$ cat src/rtl/fb_port_arbiter_if.sv
// Port bundle of the frame-buffer arbiter: display read path, processing engine, BRAM primitive.
// proc_req/proc_gnt: the engine holds req/we/addr/wdata stable until proc_gnt is seen high in a cycle.
interface fb_port_arbiter_if #(
    parameter int ADDR_W = 17,
    parameter int DATA_W = 12
);
    logic              disp_req;
    logic [ADDR_W-1:0] disp_addr;
    logic              disp_flush;
    logic              disp_rvalid;
    logic [DATA_W-1:0] disp_rdata;
    logic              proc_req;
    logic              proc_we;
    logic [ADDR_W-1:0] proc_addr;
    logic [DATA_W-1:0] proc_wdata;
    logic              proc_gnt;
    logic              proc_rvalid;
    logic [DATA_W-1:0] proc_rdata;
    logic              proc_starve;
    logic              mem_en;
    logic              mem_we;
    logic [ADDR_W-1:0] mem_addr;
    logic [DATA_W-1:0] mem_wdata;
    logic [DATA_W-1:0] mem_rdata;

    modport slave (
        input  disp_req, disp_addr, disp_flush, proc_req, proc_we, proc_addr, proc_wdata, mem_rdata,
        output disp_rvalid, disp_rdata, proc_gnt, proc_rvalid, proc_rdata, proc_starve,
               mem_en, mem_we, mem_addr, mem_wdata
    );

    modport master (
        output disp_req, disp_addr, disp_flush, proc_req, proc_we, proc_addr, proc_wdata, mem_rdata,
        input  disp_rvalid, disp_rdata, proc_gnt, proc_rvalid, proc_rdata, proc_starve,
               mem_en, mem_we, mem_addr, mem_wdata
    );
endinterface

$ cat src/rtl/fb_port_arbiter.sv
// Single-port frame-buffer arbiter: display reads win, repeated display addresses are served
// from a held register, and every read returns exactly 1+RD_LAT cycles after acceptance.
module fb_port_arbiter #(
    parameter int ADDR_W       = 17,
    parameter int DATA_W       = 12,
    parameter int DEPTH        = 120000,
    parameter int RD_LAT       = 2,
    parameter int STARVE_LIMIT = 1023
) (
    input logic              clk,
    input logic              rst,
    fb_port_arbiter_if.slave bus
);
    typedef enum logic [2:0] {
        TAG_NONE, TAG_DISP_MEM, TAG_DISP_HIT, TAG_DISP_OOR, TAG_PROC_MEM, TAG_PROC_OOR
    } tag_e;

    localparam int                PIPE_D   = 1 + RD_LAT;
    localparam logic [ADDR_W-1:0] DEPTH_A  = ADDR_W'(DEPTH);
    localparam logic [9:0]        STARVE_A = 10'(STARVE_LIMIT);

    logic              last_vld_q, last_vld_d;
    logic [ADDR_W-1:0] last_addr_q, last_addr_d;
    logic              mem_en_q, mem_en_d;
    logic              mem_we_q, mem_we_d;
    logic [ADDR_W-1:0] mem_addr_q, mem_addr_d;
    logic [DATA_W-1:0] mem_wdata_q, mem_wdata_d;
    tag_e              disp_tag_q [PIPE_D];
    tag_e              proc_tag_q [PIPE_D];
    tag_e              disp_tag_d, proc_tag_d;
    logic [DATA_W-1:0] disp_hold_q, disp_hold_d;
    logic [DATA_W-1:0] proc_hold_q, proc_hold_d;
    logic [9:0]        wait_q, wait_d;

    logic hit, disp_miss, proc_gnt, disp_in_range, proc_in_range;

    always_comb begin
        disp_in_range = bus.disp_addr < DEPTH_A;
        proc_in_range = bus.proc_addr < DEPTH_A;
        hit           = bus.disp_req & last_vld_q & (bus.disp_addr == last_addr_q) & ~bus.disp_flush;
        disp_miss     = bus.disp_req & ~hit;
        proc_gnt      = bus.proc_req & ~disp_miss;
    end

    // Acceptance: dedup history update, registered memory command and the return tag for each lane.
    always_comb begin
        last_vld_d  = last_vld_q;
        last_addr_d = last_addr_q;
        mem_en_d    = 1'b0;
        mem_we_d    = 1'b0;
        mem_addr_d  = '0;
        mem_wdata_d = '0;
        disp_tag_d  = TAG_NONE;
        proc_tag_d  = TAG_NONE;
        if (bus.disp_flush) last_vld_d = 1'b0;
        if (disp_miss) begin
            last_vld_d  = 1'b1;
            last_addr_d = bus.disp_addr;
            mem_en_d    = disp_in_range;
            mem_addr_d  = bus.disp_addr;
            disp_tag_d  = disp_in_range ? TAG_DISP_MEM : TAG_DISP_OOR;
        end else begin
            if (hit) disp_tag_d = TAG_DISP_HIT;
            if (proc_gnt) begin
                mem_en_d    = proc_in_range;
                mem_we_d    = bus.proc_we & proc_in_range;
                mem_addr_d  = bus.proc_addr;
                mem_wdata_d = bus.proc_wdata;
                if (bus.proc_we) begin
                    // A write under the held display word makes the held copy stale.
                    if (bus.proc_addr == last_addr_q) last_vld_d = 1'b0;
                end else begin
                    proc_tag_d = proc_in_range ? TAG_PROC_MEM : TAG_PROC_OOR;
                end
            end
        end
    end

    // The last tag stage lines up with mem_rdata, so returns are steered straight from the BRAM.
    always_comb begin
        disp_hold_d = disp_hold_q;
        proc_hold_d = proc_hold_q;
        case (disp_tag_q[RD_LAT])
            TAG_DISP_MEM: disp_hold_d = bus.mem_rdata;
            TAG_DISP_OOR: disp_hold_d = '0;
            default:      ;
        endcase
        case (proc_tag_q[RD_LAT])
            TAG_PROC_MEM: proc_hold_d = bus.mem_rdata;
            TAG_PROC_OOR: proc_hold_d = '0;
            default:      ;
        endcase
        if (bus.proc_req & ~proc_gnt) wait_d = (wait_q == 10'h3FF) ? wait_q : wait_q + 10'd1;
        else                          wait_d = '0;
    end

    always_ff @(posedge clk) begin
        if (rst) begin
            last_vld_q  <= 1'b0;
            last_addr_q <= '0;
            mem_en_q    <= 1'b0;
            mem_we_q    <= 1'b0;
            mem_addr_q  <= '0;
            mem_wdata_q <= '0;
            disp_hold_q <= '0;
            proc_hold_q <= '0;
            wait_q      <= '0;
            for (int i = 0; i < PIPE_D; i++) begin
                disp_tag_q[i] <= TAG_NONE;
                proc_tag_q[i] <= TAG_NONE;
            end
        end else begin
            last_vld_q    <= last_vld_d;
            last_addr_q   <= last_addr_d;
            mem_en_q      <= mem_en_d;
            mem_we_q      <= mem_we_d;
            mem_addr_q    <= mem_addr_d;
            mem_wdata_q   <= mem_wdata_d;
            disp_hold_q   <= disp_hold_d;
            proc_hold_q   <= proc_hold_d;
            wait_q        <= wait_d;
            disp_tag_q[0] <= disp_tag_d;
            proc_tag_q[0] <= proc_tag_d;
            for (int i = 1; i < PIPE_D; i++) begin
                disp_tag_q[i] <= disp_tag_q[i-1];
                proc_tag_q[i] <= proc_tag_q[i-1];
            end
        end
    end

    assign bus.proc_gnt    = proc_gnt;
    assign bus.proc_starve = wait_q >= STARVE_A;
    assign bus.mem_en      = mem_en_q;
    assign bus.mem_we      = mem_we_q;
    assign bus.mem_addr    = mem_addr_q;
    assign bus.mem_wdata   = mem_wdata_q;
    assign bus.disp_rvalid = (disp_tag_q[RD_LAT] == TAG_DISP_MEM) || (disp_tag_q[RD_LAT] == TAG_DISP_HIT) ||
                             (disp_tag_q[RD_LAT] == TAG_DISP_OOR);
    assign bus.disp_rdata  = disp_hold_d;
    assign bus.proc_rvalid = (proc_tag_q[RD_LAT] == TAG_PROC_MEM) || (proc_tag_q[RD_LAT] == TAG_PROC_OOR);
    assign bus.proc_rdata  = proc_hold_d;
endmodule

$ cat src/flat_wrapper.sv
// flat-port wrapper written by rule: the top's interface ports become plain ports
module fb_port_arbiter_flat 
#(
    parameter int ADDR_W       = 17,
    parameter int DATA_W       = 12,
    parameter int DEPTH        = 120000,
    parameter int RD_LAT       = 2,
    parameter int STARVE_LIMIT = 1023
)
  (clk, rst, bus_disp_req, bus_disp_addr, bus_disp_flush, bus_proc_req, bus_proc_we, bus_proc_addr, bus_proc_wdata, bus_mem_rdata, bus_disp_rvalid, bus_disp_rdata, bus_proc_gnt, bus_proc_rvalid, bus_proc_rdata, bus_proc_starve, bus_mem_en, bus_mem_we, bus_mem_addr, bus_mem_wdata);
  fb_port_arbiter_if #(.ADDR_W(ADDR_W), .DATA_W(DATA_W)) bus_i ();
  input logic clk;
  input logic rst;
  input wire logic [$bits(bus_i.disp_req)-1:0] bus_disp_req;
  input wire logic [$bits(bus_i.disp_addr)-1:0] bus_disp_addr;
  input wire logic [$bits(bus_i.disp_flush)-1:0] bus_disp_flush;
  input wire logic [$bits(bus_i.proc_req)-1:0] bus_proc_req;
  input wire logic [$bits(bus_i.proc_we)-1:0] bus_proc_we;
  input wire logic [$bits(bus_i.proc_addr)-1:0] bus_proc_addr;
  input wire logic [$bits(bus_i.proc_wdata)-1:0] bus_proc_wdata;
  input wire logic [$bits(bus_i.mem_rdata)-1:0] bus_mem_rdata;
  output wire logic [$bits(bus_i.disp_rvalid)-1:0] bus_disp_rvalid;
  output wire logic [$bits(bus_i.disp_rdata)-1:0] bus_disp_rdata;
  output wire logic [$bits(bus_i.proc_gnt)-1:0] bus_proc_gnt;
  output wire logic [$bits(bus_i.proc_rvalid)-1:0] bus_proc_rvalid;
  output wire logic [$bits(bus_i.proc_rdata)-1:0] bus_proc_rdata;
  output wire logic [$bits(bus_i.proc_starve)-1:0] bus_proc_starve;
  output wire logic [$bits(bus_i.mem_en)-1:0] bus_mem_en;
  output wire logic [$bits(bus_i.mem_we)-1:0] bus_mem_we;
  output wire logic [$bits(bus_i.mem_addr)-1:0] bus_mem_addr;
  output wire logic [$bits(bus_i.mem_wdata)-1:0] bus_mem_wdata;
  assign bus_i.disp_req = bus_disp_req;
  assign bus_i.disp_addr = bus_disp_addr;
  assign bus_i.disp_flush = bus_disp_flush;
  assign bus_i.proc_req = bus_proc_req;
  assign bus_i.proc_we = bus_proc_we;
  assign bus_i.proc_addr = bus_proc_addr;
  assign bus_i.proc_wdata = bus_proc_wdata;
  assign bus_i.mem_rdata = bus_mem_rdata;
  assign bus_disp_rvalid = bus_i.disp_rvalid;
  assign bus_disp_rdata = bus_i.disp_rdata;
  assign bus_proc_gnt = bus_i.proc_gnt;
  assign bus_proc_rvalid = bus_i.proc_rvalid;
  assign bus_proc_rdata = bus_i.proc_rdata;
  assign bus_proc_starve = bus_i.proc_starve;
  assign bus_mem_en = bus_i.mem_en;
  assign bus_mem_we = bus_i.mem_we;
  assign bus_mem_addr = bus_i.mem_addr;
  assign bus_mem_wdata = bus_i.mem_wdata;
  fb_port_arbiter #(.ADDR_W(ADDR_W), .DATA_W(DATA_W), .DEPTH(DEPTH), .RD_LAT(RD_LAT), .STARVE_LIMIT(STARVE_LIMIT)) u_core (.clk(clk), .rst(rst), .bus(bus_i));
endmodule
$ cat config.mk
export PLATFORM = sky130hd
export DESIGN_NAME = fb_port_arbiter_flat
export DESIGN_NICKNAME = d
export VERILOG_FILES = /design/src/rtl/fb_port_arbiter_if.sv /design/src/rtl/fb_port_arbiter.sv /design/src/flat_wrapper.sv
export SDC_FILE = /design/constraint.sdc
export NUM_CORES = 1
export LEC_CHECK = 0
export ABC_AREA = 1
export BUFFER_PORTS_ARGS = -buffer_cell sky130_fd_sc_hd__buf_2
export CELL_PAD_IN_SITES_DETAIL_PLACEMENT = 1
export CELL_PAD_IN_SITES_GLOBAL_PLACEMENT = 2
export CORE_UTILIZATION = 23
export DETAILED_ROUTE_END_ITERATION = 16
export GPL_ROUTABILITY_DRIVEN = 0
export PLACE_DENSITY = 0.68
export SETUP_SLACK_MARGIN = 0.5
export SYNTH_ARGS = -nofsm -noshare
export SYNTH_HDL_FRONTEND = slang
export SYNTH_SLANG_ARGS = --single-unit
$ cat constraint.sdc
create_clock -name clk -period 2.45 [get_ports clk]
set_input_delay 0.245 -clock clk [delete_from_list [all_inputs] [get_ports clk]]
set_output_delay 0.245 -clock clk [all_outputs]
set_load 0.005 [all_outputs]
# Word level (Yosys, flattened, before mapping)
# Memory sizes are Yosys's and may differ from the RTL's.
# Index checks and enable logic that the tools add are counted.
[word_totals]
reg_bits = 83
ramBits = 18
input_bits = 64
output_inout_bits = 59
word_cells = 73
memories = 2
[mem_list]
columns = ["name", "words", "word_bits", "rd", "rd_clocked_by_memory_dff", "write_ports", "line_no", "text"]
rows = [
  ["u_core.disp_tag_q", 3, 3, 3, 0, 3, "fb_port_arbiter.sv:28", "tag_e disp_tag_q [PIPE_D];"],
  ["u_core.proc_tag_q", 3, 3, 3, 0, 3, "fb_port_arbiter.sv:29", "tag_e proc_tag_q [PIPE_D];"],
]
[op_classes]
add_sub_neg = 1
order_cmp = 3
eq_ne = 8
mux = 27
bitwise = 18
reduce_logical = 5
[ops]
columns = ["cell", "n"]
rows = [
  ["12-bit case mux with 2 select lines", 2],
  ["17-bit equality test", 2],
  ["17-bit less-than comparator (second input constant)", 2],
  ["17-bit two-way mux", 2],
  ["3-bit two-way mux", 10],
  ["1-bit two-way mux", 11],
  ["10-bit by 1-bit adder with 10-bit output (second input constant)", 1],
  ["10-bit equality test (second input constant)", 1],
  ["10-bit >= comparator (second input constant)", 1],
  ["1-bit bitwise AND", 7],
  ["3-bit by 2-bit equality test with 1-bit output (second input constant)", 2],
  ["3-bit equality test (second input constant)", 2],
  ["1-bit OR", 6],
  ["1-bit NOT", 5],
  ["2-bit two-way mux", 2],
  ["3-bit by 1-bit equality test with 1-bit output (second input constant)", 1],
  ["1-bit logical OR", 3],
  ["3-bit OR reduction", 1],
  ["2-bit OR reduction", 1],
]

# Logic depth before layout (Yosys ltp)
[logic_depth]
ltp_word = 11
depth_mapped = 12
ltp_nobuf = 11

# Worst setup path before layout
# No wires, ideal clock.
[synth_path]
path_kind = "reg2out"
start = "register u_core.last_addr_q[3]"
end = "output port bus_proc_gnt"
arrival_ps = 1260
t_required_ps = 2205
path_slack_ps = 945
path_stages_with_launch = 13
path_buffers = 2
path_cell_list = "dfxtp_1 > inv_2 > nand2_1 > nand2_1 > nor2_1 > nand2_1 > nor2_1 > nand3_1 > nand2_2 > buf_6 > buf_6 > inv_2 > nor2_1"
[synth_between]
elab_chain_len = 7
[synth_lines]
columns = ["item", "line_no", "text"]
rows = [
  ["start: declaration", "fb_port_arbiter.sv:23", "logic [ADDR_W-1:0] last_addr_q, last_addr_d;"],
  ["start signal: assignment", "fb_port_arbiter.sv:114", "last_addr_q <= last_addr_d;"],
  ["17-bit equality test", "fb_port_arbiter.sv:40", "hit = bus.disp_req & last_vld_q & (bus.disp_addr == last_addr_q) & ~bus.disp_flush;"],
  ["1-bit bitwise AND (2 in series)", "fb_port_arbiter.sv:40", ""],
  ["1-bit NOT", "fb_port_arbiter.sv:41", "disp_miss = bus.disp_req & ~hit;"],
  ["1-bit bitwise AND", "fb_port_arbiter.sv:41", ""],
  ["1-bit NOT", "fb_port_arbiter.sv:42", "proc_gnt = bus.proc_req & ~disp_miss;"],
  ["1-bit bitwise AND", "fb_port_arbiter.sv:42", ""],
  ["end: declaration", "flat_wrapper.sv:24", "output wire logic [$bits(bus_i.proc_gnt)-1:0] bus_proc_gnt;"],
]
# No other way between the ends.

# Worst setup path after layout
[layout_path]
start = "register u_core.last_addr_q[16]"
end = "output port bus_proc_gnt"
# Same word-level chain as after synthesis.

==> results_tabular.tex <==
\begin{tabular}{lr}
\hline
Metric & Value \\
\hline
\multicolumn{2}{l}{\textbf{Outcome}} \\
Outcome & completed \\
\multicolumn{2}{l}{\textbf{Placement}} \\
Area after DPL & approximately 5000 µm² \\
Count of buffers inserted at the top-level ports & about 120 \\
Placed Instances & a little over 900 \\
Half-perimeter wire length of the detailed placement result & 9.779 mm \\
\multicolumn{2}{l}{\textbf{Clock tree}} \\
Cell at the root of the clock tree & sky130\_fd\_sc\_hd\_\_clkbuf\_16 \\
Clk\_lat worst skew & 0.36 ns \\
Clock tree from TritonCTS & built \\
Clock slew at the register clock pins of the worst setup and hold paths & about 0.08 ns \\
Cts bufs inserted & 9 \\
Max clock buf depth & 2 \\
CTS H-Tree Depth & 3 \\
TritonCTS Sinks & 95 \\
Hold-fix buffers, CTS & 0 \\
\multicolumn{2}{l}{\textbf{Layout}} \\
N\_diodes & 0 \\
Layout cells sized above 1 & 0.2552 \\
Most frequent standard cell in the layout excluding fill and tap cells & sky130\_fd\_sc\_hd\_\_inv\_1 \\
Area of all placed cells without fillers & 5368 µm² \\
Top library cells by usage in the layout, fill and taps aside & sky130\_fd\_sc\_hd\_\_inv\_1 (132), sky130\_fd\_sc\_hd\_\_nand2\_1 (125), sky130\_fd\_sc\_hd\_\_buf\_2 (122) \\
Number of nets in the finished design & 777 \\
Relative area change from synthesis to final layout & 31.92\% \\
Final std cells w/o fill & around 940 \\
\multicolumn{2}{l}{\textbf{Logic synthesis}} \\
Combined area of all synthesized cells & approximately 4000 µm² \\
Post-Syn Instances & 586 \\
Synth Warn \# & 0 \\
Count of cell types in the netlist & 24 \\
Number of flops mapped to enable cells by yosys & 0 \\
Leading register cell type out of synthesis & sky130\_fd\_sc\_hd\_\_dfxtp\_1 \\
Ys async rst share & 0 \\
Synth Area per Inst & 6.944 µm² \\
Seq/Total Area, Yosys & 0.4674 \\
Synthesized flop and latch total & 95 \\
Most area-hungry cell type in the Yosys netlist & sky130\_fd\_sc\_hd\_\_dfxtp\_1 \\
Synthesized net count & 651 \\
Largest cells by area after synthesis & sky130\_fd\_sc\_hd\_\_dfxtp\_1 (47\%), sky130\_fd\_sc\_hd\_\_inv\_1 (12\%), sky130\_fd\_sc\_hd\_\_nand2\_1 (12\%) \\
Area share of the largest cell type after synthesis & 0.4674 \\
\multicolumn{2}{l}{\textbf{Critical path}} \\
Arrival time at the worst endpoint & 1.75 ns \\
Sequence of cells on the critical path & xnor2\_1 > nand2\_1 > nor2\_1 > nand3\_2 > nand2\_4 > buf\_8 > inv\_2 > nor2\_1 > buf\_2 \\
Minimum setup slack among reg-to-reg paths & $\sim$0.58 ns \\
Kind of capture point of the worst setup path & primary output \\
Delay-heaviest family, CP & simple AND/OR/NAND/NOR gates \\
Kind of start point of the critical path & register \\
Critical Path RT & 2.20 ns \\
Number of buffer and inverter instances along the worst setup path & 3 \\
Start-to-end type of the worst setup path & register to primary output \\
Most frequent CP cell & sky130\_fd\_sc\_hd\_\_nor2\_1 \\
CP peak stage delay & 0.48 ns \\
Maximum fanout along the worst path & 4 \\
Critical Path Slowest Stage Cell & sky130\_fd\_sc\_hd\_\_dfxtp\_1 \\
\multicolumn{2}{l}{\textbf{Route}} \\
Post-detailed-route wirelength per cell & 13.72 µm \\
Final routed wirelength across all metal layers & 12.93 mm \\
Vias post-DR & 4,010 \\
Met1 WL & approximately 5.5 mm \\
Uppermost layer routed & met4 \\
Remaining routing DRC violations & 0 \\
Antenna violation net count after detailed routing & 0 \\
Routed met3 length & 460 µm \\
Vias per cell & 4.257 \\
Pre-antenna DRT Iters & 4 \\
Number of DRC violations after detailed-routing iteration 0 & 104 \\
Wire length on met2 & 6.720 mm \\
\multicolumn{2}{l}{\textbf{Global routing}} \\
Congestion Overflow GR & 0 \\
Initial antenna violation count & 0 \\
Global-route wire length before repair & about 21 mm \\
Total global-route track usage & 0.1477 \\
Largest net degree at the start of global routing & 38 \\
Via count of the first global-routing pass & 4,271 \\
\multicolumn{2}{l}{\textbf{Run}} \\
Max-cap violations & 0 \\
\multicolumn{2}{l}{\textbf{Floorplan}} \\
Number of top-level pins & 123 \\
Site Rows & 48 \\
Die Height & roughly 140 µm \\
Die area & roughly 18,000 µm² \\
Horizontal die dimension & 135.0 µm \\
Area of the placeable core & 17,300 µm² \\
Initial core utilization & 0.2352 \\
\multicolumn{2}{l}{\textbf{Power and ir drop}} \\
Maximum VDD drop & roughly 0.00034 V \\
Power density over cell area & around 660 nW/µm² \\
Leak & 2.709 nW \\
\multicolumn{2}{l}{\textbf{STA}} \\
Setup skew after layout & 0.01037 ns \\
Number of failing hold endpoints at the final stage & 0 \\
Part of the cycle the worst path needs & 0.8159 \\
Setup repair after global routing missed its margin & true \\
Transition time at the pin with the least slew margin & 0.6766 ns \\
Summed negative setup slack over all endpoints & 0 ns \\
Highest attainable clock frequency & 500.3 MHz \\
Max Slew Vio Count & 0 \\
Period minus WS final & 1.999 ns \\
Final setup violation count & 0 \\
Worst slew margin relative to its limit & 0.5483 \\
\multicolumn{2}{l}{\textbf{Min path}} \\
Class of the tightest hold or removal check & input port to register \\
\hline
\end{tabular}
==> power by group <==
group          internal, mW  total (mW)  switching [mW]
Sequential             1.59        1.62          0.0279
Combinational         0.139       0.349           0.211
Clock                 0.832        1.55           0.722
Total                  2.56        3.53           0.961
==> what timing repair did <==
item	CTS	global route
setup buffers	2	5
cloned	0	0
endpoints found under the setup margin	14	58
resized for setup	19	14
pin swaps	2	6
endpoints found under the hold margin	0	0
==> metal layers <==
layer  global-route usage  vias to the layer above
li1                     -                     2035
met1               0.1674                     1879
met2               0.2743                       79
met3              0.02590                       17
met4              0.05431                        0
met5                    0                        -
==> cell usage after synthesis (all sizes together), types with 3 or more instances <==
| master | instances |
|---|---|
| inv | 138 |
| nand2 | 129 |
| dfxtp | 95 |
| nor2 | 86 |
| nand3 | 28 |
| o22ai | 27 |
| nand4 | 26 |
| clkbuf | 13 |
| buf | 8 |
| xnor2 | 8 |
| nor3 | 6 |
| o21ai | 6 |
| xor2 | 6 |
| a21oi | 3 |
==> area by class of cell <==
class,instances,area [µm²]
repair buffers,136,726.9
well taps,225,281.5
clock buffers,9,225.2
clock inverters,7,100.1
multi-input cells,332,1592
flip-flops and latches,95,1924
fillers,2176,11930
inverters,138,518.0
==> logic make-up after synthesis <==
logic type,share of synthesized area
adder cells (fa/ha/maj),0.003075
XOR/XNOR,0.03014
buffers and inverters,0.1550
AND/OR/NAND/NOR,0.2838
AO/OA/AOI/OAI,0.06058
flip-flops,0.4674
==> worst min-delay path, delay by kind of cell <==
family	cells	cell delay [ns]
buffers and inverters	2	0.14
AND/OR/NAND/NOR	1	0.03
==> worst paths after layout <==
check / from / end / depth (start not counted)
max: u_core.last_addr_q[16]$_SDFFE_PP0P_ / bus_proc_gnt / 9
min: bus_proc_wdata[0] / u_core.bus.mem_wdata[0]$_SDFF_PP0_ / 3
max reg2reg: u_core.last_addr_q[16]$_SDFFE_PP0P_ / u_core.wait_q[4]$_SDFFE_PP0N_ / 10
min reg2reg: u_core.proc_tag_q[0][2]$_SDFF_PP0_ / u_core.proc_tag_q[0][5]$_SDFF_PP0_ / 2
==> per-stage QoR <==
stage          power [mW]    util  setup slack [ns]  hold slack [ns]
6_report            3.525  0.3103            0.4511          0.09302
5_1_grt             3.684  0.3103            0.3144          0.08689
2_1_floorplan       1.835       -            0.9455           0.3572
3_5_place_dp        2.006  0.2833            0.4938           0.3967
3_3_place_gp        1.999  0.2833            0.5972           0.3890
4_1_cts             3.589  0.3057            0.4031          0.08019
==> state kept, by name, indices dropped and copies added, names as in the netlist <==
signal                cells
u_core.bus.mem_addr      17
u_core.bus.mem_en         1
u_core.bus.mem_wdata     12
u_core.bus.mem_we         1
u_core.disp_hold_q       12
u_core.disp_tag_q         6
u_core.last_addr_q       17
u_core.last_vld_q         1
u_core.proc_hold_q       12
u_core.proc_tag_q         6
u_core.wait_q            10
(Power assumes the default switching activity.)
